## src/rtl/uart_tx_fifo.sv

```systemverilog
// Buffered 8N1 UART transmitter: byte FIFO feeding a start/data/stop serialiser.
// Define UART_TX_PARITY_EN to insert an even-parity bit between data and stop (8E1).
module uart_tx_fifo #(
  parameter int CLKS_PER_BIT = 868,
  parameter int FIFO_AW      = 4
) (
  input  logic       clk,
  input  logic       rst,
  input  logic [7:0] din,
  input  logic       wr_en,
  output logic       full,
  output logic       empty,
  output logic       busy,
  output logic       overflow,
  output logic       tx
);

  localparam int DEPTH = 2 ** FIFO_AW;
  localparam int BW    = $clog2(CLKS_PER_BIT);

  typedef enum logic [2:0] {
    S_IDLE,
    S_START,
    S_DATA,
`ifdef UART_TX_PARITY_EN
    S_PARITY,
`endif
    S_STOP
  } state_t;

  logic [7:0]         r_mem [DEPTH];
  logic [FIFO_AW-1:0] r_wr_ptr;
  logic [FIFO_AW-1:0] r_rd_ptr;
  logic [FIFO_AW:0]   r_count;
  logic               r_overflow;

  state_t             r_state;
  logic [7:0]         r_shift;
  logic [2:0]         r_bit_idx;
  logic [BW-1:0]      r_baud;
  logic               r_tx;
`ifdef UART_TX_PARITY_EN
  logic               r_parity;
`endif

  state_t             w_state_nxt;
  logic [7:0]         w_shift_nxt;
  logic [2:0]         w_bit_nxt;
  logic [BW-1:0]      w_baud_nxt;
  logic               w_tx_nxt;
  logic               w_pop;
  logic               w_push;
  logic               w_full;
  logic               w_empty;
  logic               w_baud_last;
  logic [7:0]         w_head;

  assign w_full      = (r_count == (FIFO_AW+1)'(DEPTH));
  assign w_empty     = (r_count == '0);
  assign w_push      = wr_en && !w_full;
  assign w_baud_last = (r_baud == BW'(CLKS_PER_BIT - 1));
  assign w_head      = r_mem[r_rd_ptr];

  // NOTE: every always_comb output gets a default first so no path leaves it unassigned (no latch).
  always_comb begin
    w_state_nxt = r_state;
    w_shift_nxt = r_shift;
    w_bit_nxt   = r_bit_idx;
    w_baud_nxt  = '0;
    w_pop       = 1'b0;
    w_tx_nxt    = 1'b1;

    if (r_state != S_IDLE) w_baud_nxt = w_baud_last ? '0 : r_baud + 1'b1;

    unique case (r_state)
      S_IDLE: begin
        if (!w_empty) begin
          w_pop       = 1'b1;
          w_shift_nxt = w_head;
          w_state_nxt = S_START;
        end
      end
      S_START: begin
        if (w_baud_last) begin
          w_state_nxt = S_DATA;
          w_bit_nxt   = '0;
        end
      end
      S_DATA: begin
        if (w_baud_last) begin
          w_shift_nxt = r_shift >> 1;
          w_bit_nxt   = r_bit_idx + 1'b1;
`ifdef UART_TX_PARITY_EN
          if (r_bit_idx == 3'd7) w_state_nxt = S_PARITY;
`else
          if (r_bit_idx == 3'd7) w_state_nxt = S_STOP;
`endif
        end
      end
`ifdef UART_TX_PARITY_EN
      S_PARITY: begin
        if (w_baud_last) w_state_nxt = S_STOP;
      end
`endif
      S_STOP: begin
        // Chain straight into the next frame so there is no idle gap.
        if (w_baud_last) begin
          if (!w_empty) begin
            w_pop       = 1'b1;
            w_shift_nxt = w_head;
            w_state_nxt = S_START;
          end else begin
            w_state_nxt = S_IDLE;
          end
        end
      end
      default: w_state_nxt = S_IDLE;
    endcase

    // tx is registered, so it is decoded from the state being entered.
    unique case (w_state_nxt)
      S_START:  w_tx_nxt = 1'b0;
      S_DATA:   w_tx_nxt = w_shift_nxt[0];
`ifdef UART_TX_PARITY_EN
      S_PARITY: w_tx_nxt = r_parity;
`endif
      default:  w_tx_nxt = 1'b1;
    endcase
  end

  // NOTE: sequential state uses non-blocking assignments so all registers update from pre-edge values.
  always_ff @(posedge clk) begin
    if (rst) begin
      r_state   <= S_IDLE;
      r_shift   <= '0;
      r_bit_idx <= '0;
      r_baud    <= '0;
      r_tx      <= 1'b1;
    end else begin
      r_state   <= w_state_nxt;
      r_shift   <= w_shift_nxt;
      r_bit_idx <= w_bit_nxt;
      r_baud    <= w_baud_nxt;
      r_tx      <= w_tx_nxt;
    end
  end

`ifdef UART_TX_PARITY_EN
  always_ff @(posedge clk) begin
    if (rst)        r_parity <= 1'b0;
    else if (w_pop) r_parity <= ^w_head;
  end
`endif

  always_ff @(posedge clk) begin
    if (rst) begin
      r_wr_ptr   <= '0;
      r_rd_ptr   <= '0;
      r_count    <= '0;
      r_overflow <= 1'b0;
    end else begin
      if (w_push) r_wr_ptr <= r_wr_ptr + 1'b1;
      if (w_pop)  r_rd_ptr <= r_rd_ptr + 1'b1;
      unique case ({w_push, w_pop})
        2'b10:   r_count <= r_count + 1'b1;
        2'b01:   r_count <= r_count - 1'b1;
        default: r_count <= r_count;
      endcase
      if (wr_en && w_full) r_overflow <= 1'b1;
    end
  end

  // NOTE: the storage array is deliberately not reset; only the pointers and count define validity.
  always_ff @(posedge clk) begin
    if (w_push) r_mem[r_wr_ptr] <= din;
  end

  assign full     = w_full;
  assign empty    = w_empty;
  assign busy     = (r_state != S_IDLE);
  assign overflow = r_overflow;
  assign tx       = r_tx;

endmodule

```

## config.mk

```make
export PLATFORM = sky130hd
export DESIGN_NAME = uart_tx_fifo
export DESIGN_NICKNAME = d
export VERILOG_FILES = /design/src/rtl/uart_tx_fifo.sv
export SDC_FILE = /design/constraint.sdc
export NUM_CORES = 1
export LEC_CHECK = 0
export ABC_CLOCK_PERIOD_IN_PS = 5600
export BUFFER_PORTS_ARGS = -buffer_cell sky130_fd_sc_hd__buf_2
export CAP_MARGIN = 10
export CORE_ASPECT_RATIO = 1.1
export CORE_MARGIN = 2
export CORE_UTILIZATION = 66
export CTS_CLUSTER_SIZE = 8
export DETAILED_ROUTE_END_ITERATION = 10
export GPL_ROUTABILITY_DRIVEN = 0
export PLACE_DENSITY = 0.83
export SYNTH_ARGS = -nofsm -noshare
export SYNTH_HDL_FRONTEND = slang
export SYNTH_SLANG_ARGS = --single-unit
```

## constraint.sdc

```tcl
create_clock -name clk -period 5.6 [get_ports clk]
set_clock_uncertainty 0.1 [all_clocks]
set_input_delay 1.12 -clock clk [delete_from_list [all_inputs] [get_ports clk]]
set_output_delay 1.12 -clock clk [all_outputs]
set_load 0.005 [all_outputs]
```

Word-level counts from Yosys, hierarchy flattened
Memories as Yosys holds them, arrays and structs flattened. A register that Yosys moved wholly into a read port is not among the register bits.
Index checks and enable logic that the tools add are counted.
{"block": "word_totals", "out_inout_bits": 5, "wordCells": 66, "ram_bits": 128, "ff_bits": 39, "mem_count": 1, "inputBits": 11}
{"memory": "r_mem", "depth": 16, "width": 8, "rd": 1, "rd_ports_with_merged_regs": 1, "wr": 1, "line_no": "31", "rtl": "logic [7:0] r_mem [DEPTH];"}
{"block": "op_classes", "addsub": 6, "n_eq_ne": 13, "n_reduce_logical": 12, "mux": 23, "n_bitwise": 1}
{"operator": "2-to-1 mux 8 bit", "n": 3}
{"operator": "one-hot mux 8 bit (3 select lines)", "n": 1}
{"operator": "2-to-1 mux 3 bit", "n": 7}
{"operator": "one-hot mux 3 bit (4 select lines)", "n": 1}
{"operator": "adder 10 x 1 -> 10 bit, second input constant", "n": 1}
{"operator": "== test 10 bit, second input constant", "n": 1}
{"operator": "one-hot mux 5 bit (2 select lines)", "n": 1}
{"operator": "== test 3 x 2 -> 1 bit, second input constant", "n": 3}
{"operator": "adder 4 x 1 -> 4 bit, second input constant", "n": 2}
{"operator": "2-to-1 mux 4 bit", "n": 2}
{"operator": "== test 3 x 1 -> 1 bit, second input constant", "n": 2}
{"operator": "!= test 2 bit, second input constant", "n": 3}
{"operator": "one-hot mux 3 bit (2 select lines)", "n": 1}
{"operator": "AND reduction 3 bit", "n": 2}
{"operator": "nonzero test 3 bit", "n": 2}
{"operator": "adder 5 x 1 -> 5 bit, second input constant", "n": 1}
{"operator": "== test 5 bit, second input constant", "n": 1}
{"operator": "logical NOT 5 bit", "n": 1}
{"operator": "2-to-1 mux 1 bit", "n": 5}
{"operator": "subtractor 5 x 1 -> 5 bit, second input constant", "n": 1}
{"operator": "one-hot mux 1 bit (2 select lines)", "n": 2}
{"operator": "nonzero test 2 bit", "n": 2}
{"operator": "adder 3 x 1 -> 3 bit, second input constant", "n": 1}
{"operator": "== test 3 bit, second input constant", "n": 1}
{"operator": "7 further kinds", "n": 8}

Longest topological paths before layout
Gate-level depths: netlist of run 1.
{"block": "depth", "word_depth": 6, "depth_mapped": 16, "ltp_nobuf": 13}

Worst setup path before layout of run 1
No wires, ideal clock.
{"block": "synth_path", "path_kind": "flip-flop to flip-flop", "startpoint": "reg r_baud[0]", "endpoint": "reg r_count[4]", "path_buffers": 1, "t_arrival_ns": 3.360, "setup_time_ns": 0.123, "slack_ns": 2.017, "t_required_ns": 5.377, "path_stages_with_launch": 15, "period_less_slack_ns": 3.583, "path_cell_list": "dfxtp_1 > ha_1 > or4b_4 > nor4_4 > a2bb2oi_2 > ha_1 > clkbuf_1 > xor2_1 > ha_1 > nand2_1 > a221oi_1 > a211oi_1 > o41ai_2 > nor2_1 > mux2_1"}
{"block": "synth_via", "elab_chain_len": 5, "elab_cells_between_ends": 7, "classes_between": "3 x eq/ne; 3 x mux; 1 x reduce/logical"}
{"element": "start, declared", "line_no": "40", "rtl": "logic [BW-1:0] r_baud;"}
{"element": "start signal, assigned", "line_no": "143", "rtl": "r_baud <= w_baud_nxt;"}
{"element": "== test 10 bit *", "line_no": "61", "rtl": "assign w_baud_last = (r_baud == BW'(CLKS_PER_BIT - 1));"}
{"element": "2-to-1 mux 1 bit *", "line_no": "107", "rtl": "if (w_baud_last) begin"}
{"element": "one-hot mux 1 bit (2 select lines) *", "line_no": "75", "rtl": "unique case (r_state)"}
{"element": "net w_pop", "line_no": "51", "rtl": "logic w_pop;"}
{"element": "== test 2 x 1 -> 1 bit / == test 2 bit (equally long branches)", "line_no": "164", "rtl": "unique case ({w_push, w_pop})"}
{"element": "one-hot mux 5 bit (2 select lines) / nonzero test 2 bit (equally long branches)"}
{"element": "end signal, assigned", "line_no": "165", "rtl": "2'b10: r_count <= r_count + 1'b1;"}
{"element": "end signal, assigned", "line_no": "166", "rtl": "2'b01: r_count <= r_count - 1'b1;"}
{"element": "end signal, assigned", "line_no": "167", "rtl": "default: r_count <= r_count;"}
{"element": "end, declared", "line_no": "34", "rtl": "logic [FIFO_AW:0] r_count;"}
The timed path passes the listed nets; every way through them passes the cells marked *.
A chain may end at the register's enable or synchronous reset.

Worst setup path after layout of run 1
Ends and elaborated chain as after synthesis.

==> impl_summary.txt, run 1 <==
----------------------------------------------------
[Logic synthesis]
  Syn Std Cell Area ... 0.006954 sq mm
  Synthesis Warnings ... 0
  Mean instance size in the synthesized netlist ... 16.02 sq um
  Most instantiated cells after synthesis ... sky130_fd_sc_hd__edfxtp_1 (128), sky130_fd_sc_hd__nor2_1 (49), sky130_fd_sc_hd__dfxtp_1 (43)
  Portion of the post-synthesis area used by sequential elements ... 67.65%
  Largest area contributor in the synthesized netlist ... sky130_fd_sc_hd__edfxtp_1
  Primary flip-flop cell chosen by synthesis mapping ... sky130_fd_sc_hd__edfxtp_1
  Number of enable flip-flop cells after synthesis ... 128
  Count of cell types in the netlist ... 56
  Top-count cell post-synth ... sky130_fd_sc_hd__edfxtp_1
  Post-synthesis net count ... 456
  Post-synthesis cell count ... 434
  Seq cells post-synth ... 171
  Cell types occupying the most area after synthesis ... sky130_fd_sc_hd__edfxtp_1 (55%), sky130_fd_sc_hd__dfxtp_1 (12%), sky130_fd_sc_hd__mux4_2 (12%)
  Area share of the largest cell type after synthesis ... 55.27%
  Fraction of registers with async set/reset ... 0%

[Power]
  Power density normalized to cell area ... 413.1 mW/mm^2
  Net switching fraction of the power ... 25.17%
  Comb pwr share ... 14.7%
  Register share of total power ... 46.5%
  Worst vdd rail ir drop ... 0.2636 mV
  Clock share of power ... 38.8%
  Standby leakage power ... 0.002569 uW
  Net Switching ... 810.8 uW
  Cell Int Power ... 2410 uW

[Finish]
  Fraction of layout cells with a size suffix above 1 ... 22.32%
  Multi-input logic area ... 0.002123 sq mm
  Final Instance Count excl. Fillers ... 609
  Fillers ... 610
  Register area ... 0.004706 sq mm
  Number of inserted diodes ... 0
  Utilization of the core after routing ... 75.37%
  Synth-to-layout area growth ... 12.13%
  Post-layout nets ... 475

[Critical path]
  Largest stage delay on the critical path ... 520 ps
  Cell-by-cell listing of the critical path ... ha_1 -> or4b_4 -> nor4_4 -> a2bb2oi_2 -> ha_1 -> ha_1 -> nand2_1 -> a221oi_1 -> a211oi_1 -> o41ai_2 -> nor2_1 -> mux2_1
  Critical path buffers and inverters ... 0
  Cell count along the critical path ... 12
  Data arrival at the endpoint of the critical path ... 4060 ps
  Most frequent cell on the critical path ... sky130_fd_sc_hd__ha_1
  Capturing point of the worst reg2reg path ... r_count[4]$_SDFFE_PP0P_
  Critical path data required time ... 5810 ps
  Critical path capture point type ... flop
  Setup slack, reg-to-reg ... 1750 ps
  Critical path start-end classification ... flop to flop
  Max Fanout on Critical Path ... 10
  Category of the worst setup path launch point ... flop
  Source of the worst register-to-register timing path ... r_baud[0]$_SDFF_PP0_
  Number of cells traversed by the worst register-to-register path ... 12
  Slowest CP cell ... sky130_fd_sc_hd__or4b_4
  Worst path top cell family by delay ... simple AND/OR/NAND/NOR gates

[Clocking]
  Clock edge transition at the registers on the reported setup and hold paths ... 70 ps
  CTS root buf ... sky130_fd_sc_hd__clkbuf_16
  Post-CTS setup repair buffer count ... 0
  Maximum count of clock buffers along a single path ... 2
  Number of CTS-inserted buffers ... 17
  CTS tree ... done
  H-tree depth ... 4
  Hold-fix buffers, CTS ... 0
  Clock latency at the later pin of the worst-skew pair ... 420 ps
  Resized cells post-CTS ... 0
  # clock sinks ... 171

[Timing]
  Final critical-path required period ... 3853 ps
  Worst Hold Slack ... 353.1 ps
  Unrepaired setup endpoints after global routing ... false
  Portion of the clock cycle consumed by the worst path in the final layout ... 68.81%
  Fin Setup TNS ... 0 ps
  Headroom to the max-slew limit ... 38.70%
  Count of final hold-check violations ... 0
  Post-layout worst setup margin ... 1747 ps
  Maximum achievable frequency ... 259.5 MHz
  Setup-violating endpoint count in the final report ... 0
  Worst-margin pin slew ... 916.1 ps
  Final Max Slew Viols ... 0

[GRT]
  Wire length of the first global-routing pass ... 21080 microns
  Total grt overflow ... 0
  Pin count of the biggest net entering global routing ... 31
  Number of global-route vias before repair ... 3904
  All-layer global routing usage ... 25.87%
  Number of antenna violations at the first check in global routing ... 0

[Floorplanning]
  Floorplan die area ... 0.01137 sq mm
  Die span in y ... 111.7 microns
  I/O pin cnt ... 16
  Total number of placement rows ... 39
  Chip Width ... 101.9 microns
  Core Region ... 0.01034 sq mm
  Effective utilization at floorplan ... 67.22%

[Worst hold path]
  Instance count along the most critical hold path ... 2
  Hold EP ... r_shift[3]$_SDFFE_PP0P_
  Hold WC Path Type ... flop to flop
  Origin of the worst min-delay path ... r_shift[4]$_SDFFE_PP0P_

[Route]
  Routed len/inst ... 21.95 microns
  Antenna-violating nets left ... 0
  Total wire length ... 13370 microns
  DRT iter0 DRCs ... 259
  Number of design rule violations left after detail routing ... 0
  Detailed-router iteration count before antenna repair ... 5
  Total number of vias ... 3820
  Vias per cell ... 6.273

[Placement]
  Number of placed cells counting well taps ... 577
  Dpl hpwl ... 8171 microns
  Port buffer count ... 15
  Placement-stage worst setup slack ... 1754 ps

[Run]
  MaxCap Viol Count ... 0

[Run status]
  Outcome ... complete, no violations

----------------------------------------------------
[state kept, by name, summed over array words and instances, names as in the netlist, 3 cells and up, named ones only]
register / count
r_mem: 128
r_baud: 10
r_shift: 8
r_count: 5
r_rd_ptr: 4
r_wr_ptr: 4
r_bit_idx: 3
r_state: 3
[metal layers]
layer | vias to the layer above | wire length, microns | track usage [%]
li1 | 1716 | - | -
met1 | 1934 | 5208 | 32.72
met2 | 145 | 7106 | 42.94
met3 | 25 | 764 | 6.842
met4 | 0 | 287 | 10.04
met5 | - | 0 | 0
[power by group through the flow]
stage	logic [uW]	registers, uW	clock network [uW]
2_1_floorplan	390	1480	0
3_3_place_gp	451	1520	0
3_5_place_dp	464	1520	0
4_1_cts	474	1500	1260
5_1_grt	515	1510	1310
6_report	474	1500	1250
[worst reg2reg max path: stages (launching register included)]
cell	delay [ps]
sky130_fd_sc_hd__dfxtp_1	370
sky130_fd_sc_hd__ha_1	210
sky130_fd_sc_hd__or4b_4	530
sky130_fd_sc_hd__nor4_4	320
sky130_fd_sc_hd__a2bb2oi_2	400
sky130_fd_sc_hd__ha_1	460
sky130_fd_sc_hd__ha_1	360
sky130_fd_sc_hd__nand2_1	80
sky130_fd_sc_hd__a221oi_1	60
sky130_fd_sc_hd__a211oi_1	260
sky130_fd_sc_hd__o41ai_2	110
sky130_fd_sc_hd__nor2_1	140
sky130_fd_sc_hd__mux2_1	330
[logic make-up (layout without fill, tap and decap cells)]
| kind of cell | Yosys count | after routing | synth area share (%) |
|---|---|---|---|
| and+or+nand+nor | 118 | 118 | 8.492 |
| xor gates and xnor gates | 18 | 18 | 2.267 |
| adders and majority gates | 11 | 11 | 1.979 |
| muxes | 44 | 44 | 13.21 |
| buffers and inverters | 30 | 62 | 1.817 |
| DFF | 171 | 171 | 67.65 |
| AOI/OAI and AO/OA | 41 | 41 | 4.534 |
| other | 1 | 1 | 0.05392 |
[stage by stage]
stage | instance area, sq um | total power (uW)
4_1_cts | 7797 | 3234
3_3_place_gp | 7162 | 1969
3_5_place_dp | 7162 | 1987
2_1_floorplan | 6954 | 1866
6_report | 7797 | 3221
5_1_grt | 7797 | 3337
[cells in the final DEF (no fill, tap or decap), types with 8 or more instances in the layout]
| master | synthesis | layout |
|---|---|---|
| sky130_fd_sc_hd__a21oi_1 | 9 | 9 |
| sky130_fd_sc_hd__nand2_1 | 28 | 28 |
| sky130_fd_sc_hd__xor2_1 | 12 | 12 |
| sky130_fd_sc_hd__ha_1 | 11 | 11 |
| sky130_fd_sc_hd__clkbuf_16 | 0 | 17 |
| sky130_fd_sc_hd__nor3_1 | 10 | 10 |
| sky130_fd_sc_hd__buf_2 | 2 | 15 |
| sky130_fd_sc_hd__edfxtp_1 | 128 | 128 |
| sky130_fd_sc_hd__nor2_1 | 49 | 49 |
| sky130_fd_sc_hd__inv_1 | 8 | 8 |
| sky130_fd_sc_hd__dfxtp_1 | 43 | 42 |
| sky130_fd_sc_hd__mux4_2 | 38 | 38 |
[worst max path at each step]
stage | slack (ps) | startpoint | end
finish | 1750 | r_baud[0]$_SDFF_PP0_ | r_count[4]$_SDFFE_PP0P_
CTS | 1750 | r_baud[0]$_SDFF_PP0_ | r_count[4]$_SDFFE_PP0P_
detailed placement | 1750 | r_baud[0]$_SDFF_PP0_ | r_count[4]$_SDFFE_PP0P_
floorplan | 2020 | r_baud[0]$_SDFF_PP0_ | r_count[4]$_SDFFE_PP0P_
global placement | 1900 | r_baud[0]$_SDFF_PP0_ | r_count[4]$_SDFFE_PP0P_
global route | 1530 | r_baud[0]$_SDFF_PP0_ | r_count[4]$_SDFFE_PP0P_
[cell type report]
type	count	area share [%]
Sequential cell	171	60.35
Inverter	9	0.4332
Clock inverter	14	2.648
Timing Repair Buffer	21	1.540
Clock buffer	18	5.504
Tap cell	143	2.295
Multi-Input combinational cell	233	27.23
(Power assumes the default switching activity.)
==> run 2, diff against run 1 <==
- ABC_AREA: default -> 1
- ABC_CLOCK_PERIOD_IN_PS: 5600 -> 3200
- CORE_UTILIZATION: 66 -> 56
- PLACE_DENSITY: 0.83 -> 0.75
- clock period: 5.6 -> 3.2 ns (I/O delays scaled with it)
==> impl_summary.txt, run 2 <==
----------------------------------------------------
[Route]
  Topmost layer with routed signal wires ... met4
  Vias per cell ... 5.827 (-7.1%)
  Detailed-router iteration count before antenna repair ... 6 (+1)
  DRT iter0 DRCs ... 440 (+70%)
  Routed metal-1 wirelength ... 6150 microns (+18%)
  WL met3 ... 1014 microns (+33%)
  Total wire length ... 15510 microns (+16%)
  Antenna-violating nets left ... 0 (unchanged)
  Total number of vias ... 4889 (+28%)
  Met2 wire length ... 7965 microns (+12%)
  Number of design rule violations left after detail routing ... 0 (unchanged)
  Routed len/inst ... 18.49 microns (-16%)

[Critical path]
  Critical path start-end classification ... flop to flop
  Largest stage delay on the critical path ... 350 ps (-170 ps)
  Critical path capture point type ... flop
  Slowest CP cell ... sky130_fd_sc_hd__dfxtp_1
  Cell-by-cell listing of the critical path ... ha_1 -> nand2_1 -> nor2_2 -> nand3_4 -> nand2_4 -> inv_2 -> nor2_8 -> ha_1 -> xnor2_1 -> inv_1 -> ha_1 -> inv_1 -> nand2_2 -> xor2_1 -> o21ai_0 -> inv_1
  Category of the worst setup path launch point ... flop
  Data arrival at the endpoint of the critical path ... 2850 ps (-1210 ps)
  Critical path buffers and inverters ... 4 (+4)
  Max Fanout on Critical Path ... 7 (-3)
  Worst path top cell family by delay ... adder cells
  Critical path data required time ... 3410 ps (-2400 ps)

[Finish]
  Number of flip-flops under the largest register name ... 128 (unchanged)
  Post-layout nets ... 691 (+45%)
  Fraction of layout cells with a size suffix above 1 ... 12.17% (-10 points)
  Most frequent cells in the layout ... sky130_fd_sc_hd__edfxtp_1 (128), sky130_fd_sc_hd__nor2_1 (126), sky130_fd_sc_hd__o21ai_0 (74), sky130_fd_sc_hd__nand2_1 (49), sky130_fd_sc_hd__dfxtp_1 (42)
  Register containing the most flip-flops in the final layout ... r_mem
  Register area ... 0.004706 sq mm (unchanged)
  Number of inserted diodes ... 0 (unchanged)
  Synth-to-layout area growth ... 11.37%
  Final Instance Count excl. Fillers ... 839 (+38%)
  Leading registers by flop count ... r_mem x128, r_baud x10, r_shift x8
  Most common cell after layout, fill and taps aside ... sky130_fd_sc_hd__edfxtp_1
  Multi-input logic area ... 0.002196 sq mm (+3.4%)
  Post-route cell area ... 0.008005 sq mm (+2.7%)
  Fillers ... 967 (+59%)

[Logic synthesis]
  Post-synthesis cell count ... 651 (+50%)
  Fraction of the mapped netlist area in compound gates ... 13.00% (+8.5 points)
  Xor/xnor cell area share of the yosys netlist ... 0.6092% (-1.7 points)
  Portion of the post-synthesis area used by sequential elements ... 65.45% (-2.2 points)
  Mean instance size in the synthesized netlist ... 11.04 sq um (-31%)
  Syn Std Cell Area ... 0.007188 sq mm (+3.4%)
  Number of enable flip-flop cells after synthesis ... 128 (unchanged)
  Adder-Cell Fraction of Synth Area ... 1.915% (-0.064 points)
  Top-count cell post-synth ... sky130_fd_sc_hd__edfxtp_1
  Main combinational cell family by area after synthesis ... simple AND/OR/NAND/NOR gates
  Cell types occupying the most area after synthesis ... sky130_fd_sc_hd__edfxtp_1 (53%), sky130_fd_sc_hd__dfxtp_1 (12%), sky130_fd_sc_hd__nor2_1 (6.6%)
  Synthesis Warnings ... 0 (unchanged)
  Primary flip-flop cell chosen by synthesis mapping ... sky130_fd_sc_hd__edfxtp_1
  Post-synthesis net count ... 673 (+48%)
  Most instantiated cells after synthesis ... sky130_fd_sc_hd__edfxtp_1 (128), sky130_fd_sc_hd__nor2_1 (126), sky130_fd_sc_hd__o21ai_0 (74)
  Post-synthesis share of cell area spent on and, or, nand and nor gates ... 14.97% (+6.5 points)
  Count of cell types in the netlist ... 44 (-21%)
  Fraction of registers with async set/reset ... 0% (unchanged)
  Seq cells post-synth ... 171 (unchanged)
  Multiplexer share of the synthesized area ... 0% (-13 points)
  Area share of the largest cell type after synthesis ... 53.47% (-1.8 points)
  Largest area contributor in the synthesized netlist ... sky130_fd_sc_hd__edfxtp_1

[Timing]
  Portion of the clock cycle consumed by the worst path in the final layout ... 82.41% (+14 points)
  Fin Setup TNS ... 0 ps (unchanged)
  Setup-violating endpoint count in the final report ... 0 (unchanged)
  Maximum achievable frequency ... 379.2 MHz (+46%)
  Worst Hold Slack ... 357.5 ps (+4.452 ps)
  Worst-margin pin slew ... 968.2 ps (+52.09 ps)
  Final critical-path required period ... 2637 ps (-1216 ps)
  Final Max Slew Viols ... 0 (unchanged)
  Count of final hold-check violations ... 0 (unchanged)
  Post-layout worst setup margin ... 562.7 ps (-1184 ps)
  Headroom to the max-slew limit ... 35.22% (-3.5 points)
  Unrepaired setup endpoints after global routing ... false

[GRT]
  Wire length of the first global-routing pass ... 24320 microns (+15%)
  Number of antenna violations at the first check in global routing ... 0 (unchanged)
  Number of global-route vias before repair ... 4865 (+25%)
  Pin count of the biggest net entering global routing ... 65 (+110%)
  Total grt overflow ... 0 (unchanged)
  All-layer global routing usage ... 23.43% (-2.4 points)

[Clocking]
  # clock sinks ... 171 (unchanged)
  H-tree depth ... 4 (unchanged)
  Maximum count of clock buffers along a single path ... 2 (unchanged)
  CTS root buf ... sky130_fd_sc_hd__clkbuf_16
  Number of CTS-inserted buffers ... 17 (unchanged)
  Hold-fix buffers, CTS ... 0 (unchanged)
  Clock latency at the later pin of the worst-skew pair ... 420 ps (about the same)
  Post-CTS setup repair buffer count ... 0 (unchanged)
  Clock edge transition at the registers on the reported setup and hold paths ... 60 ps (about the same)
  Resized cells post-CTS ... 0 (unchanged)
  CTS tree ... done

[Power]
  Comb pwr share ... 12.3% (-2.4 points)
  Worst vdd rail ir drop ... 0.4369 mV (+66%)
  Cell Int Power ... 3877 uW (+61%)
  Net switching fraction of the power ... 25.04% (-0.13 points)
  Power density normalized to cell area ... 646.1 mW/mm^2 (+56%)
  Net Switching ... 1295 uW (+60%)
  Clock share of power ... 39.3% (+0.5 points)
  Register share of total power ... 48.4% (+1.9 points)
  Standby leakage power ... 0.002864 uW (+11%)

[Run status]
  Outcome ... complete, no violations

[Placement]
  Number of placed cells counting well taps ... 807 (+40%)
  Post-place instance area ... 0.007418 sq mm (+3.6%)
  Port buffer count ... 15 (unchanged)
  Dpl hpwl ... 9972 microns (+22%)
  Placement-stage worst setup slack ... 583.6 ps (-1170 ps)

[Floorplanning]
  Effective utilization at floorplan ... 57.10% (-10 points)
  Floorplan die area ... 0.01376 sq mm (+21%)
  Chip Width ... 112.0 microns (+10%)
  Die span in y ... 122.8 microns (+10%)
  Core Region ... 0.01259 sq mm (+22%)
  I/O pin cnt ... 16 (unchanged)
  Total number of placement rows ... 43 (+10%)

[Worst hold path]
  Hold WC Path Type ... flop to flop

[Run]
  MaxCap Viol Count ... 0 (unchanged)

----------------------------------------------------
## run 2: cell types whose count changed after synthesis, moves of 21 or more
| cell | delta |
|---|---|
| sky130_fd_sc_hd__nor2_1 | +77 |
| sky130_fd_sc_hd__o21ai_0 | +69 |
| sky130_fd_sc_hd__mux4_2 | -38 |
| sky130_fd_sc_hd__inv_1 | +29 |
| sky130_fd_sc_hd__o211ai_1 | +29 |
| sky130_fd_sc_hd__nand3_1 | +27 |
| sky130_fd_sc_hd__nand2_1 | +21 |
## run 2: worst paths after layout
kind / startpoint / end / slack, ps / cells after the start
max: r_baud[0]$_SDFF_PP0_ / r_count[2]$_SDFFE_PP0P_ / 560 / 16
min: r_baud[0]$_SDFF_PP0_ / r_baud[0]$_SDFF_PP0_ / 360 / 1
max reg2reg: r_baud[0]$_SDFF_PP0_ / r_count[2]$_SDFFE_PP0P_ / 560 / 16
min reg2reg: r_baud[0]$_SDFF_PP0_ / r_baud[0]$_SDFF_PP0_ / 360 / 1
## run 2: power by group through the flow
stage	Sequential (uW)	Clock, uW	Combinational [uW]
3_3_place_gp	2540	0	606
5_1_grt	2510	2150	708
6_report	2500	2030	637
4_1_cts	2500	2050	635
3_5_place_dp	2550	0	633
2_1_floorplan	2530	0	450
## run 2: kinds of logic after synthesis
| family | after synthesis |
|---|---|
| other | 1 |
| DFF | 171 |
| and+or+nand+nor | 236 |
| xor gates and xnor gates | 5 |
| AOI/OAI and AO/OA | 157 |
| buffers and inverters | 70 |
| adders and majority gates | 11 |
## run 2: per-stage QoR
step | power [uW] | util [%]
after floorplan | 2984 | -
after global placement | 3150 | 58.92
after detailed placement | 3183 | 58.92
after CTS | 5188 | 63.59
after global routing | 5363 | 63.59
final | 5172 | 63.59
## run 2: worst reg2reg max path: stages, from the launching register on
cell                      delay, ps
sky130_fd_sc_hd__dfxtp_1        350
sky130_fd_sc_hd__ha_1           200
sky130_fd_sc_hd__nand2_1         70
sky130_fd_sc_hd__nor2_2         120
sky130_fd_sc_hd__nand3_4        150
sky130_fd_sc_hd__nand2_4        120
sky130_fd_sc_hd__inv_2           80
sky130_fd_sc_hd__nor2_8         120
sky130_fd_sc_hd__ha_1           280
sky130_fd_sc_hd__xnor2_1        170
sky130_fd_sc_hd__inv_1           70
sky130_fd_sc_hd__ha_1           180
sky130_fd_sc_hd__inv_1           60
sky130_fd_sc_hd__nand2_2         60
sky130_fd_sc_hd__xor2_1         150
sky130_fd_sc_hd__o21ai_0        160
sky130_fd_sc_hd__inv_1           60
## run 2: per-layer routing
layer | track usage (%) | vias to the layer above
met5 | 0 | -
met4 | 9.680 | 0
met1 | 27.98 | 2329
li1 | - | 2349
met3 | 6.222 | 25
met2 | 40.68 | 186
## run 2: layout make-up
class | instances | area share [%]
tap | 157 | 2.454
sequential | 171 | 58.78
clock buffer | 25 | 6.189
inverter | 43 | 2.032
clock inverter | 7 | 1.141
multi-input combinational | 410 | 27.43
timing repair buffer | 26 | 1.969
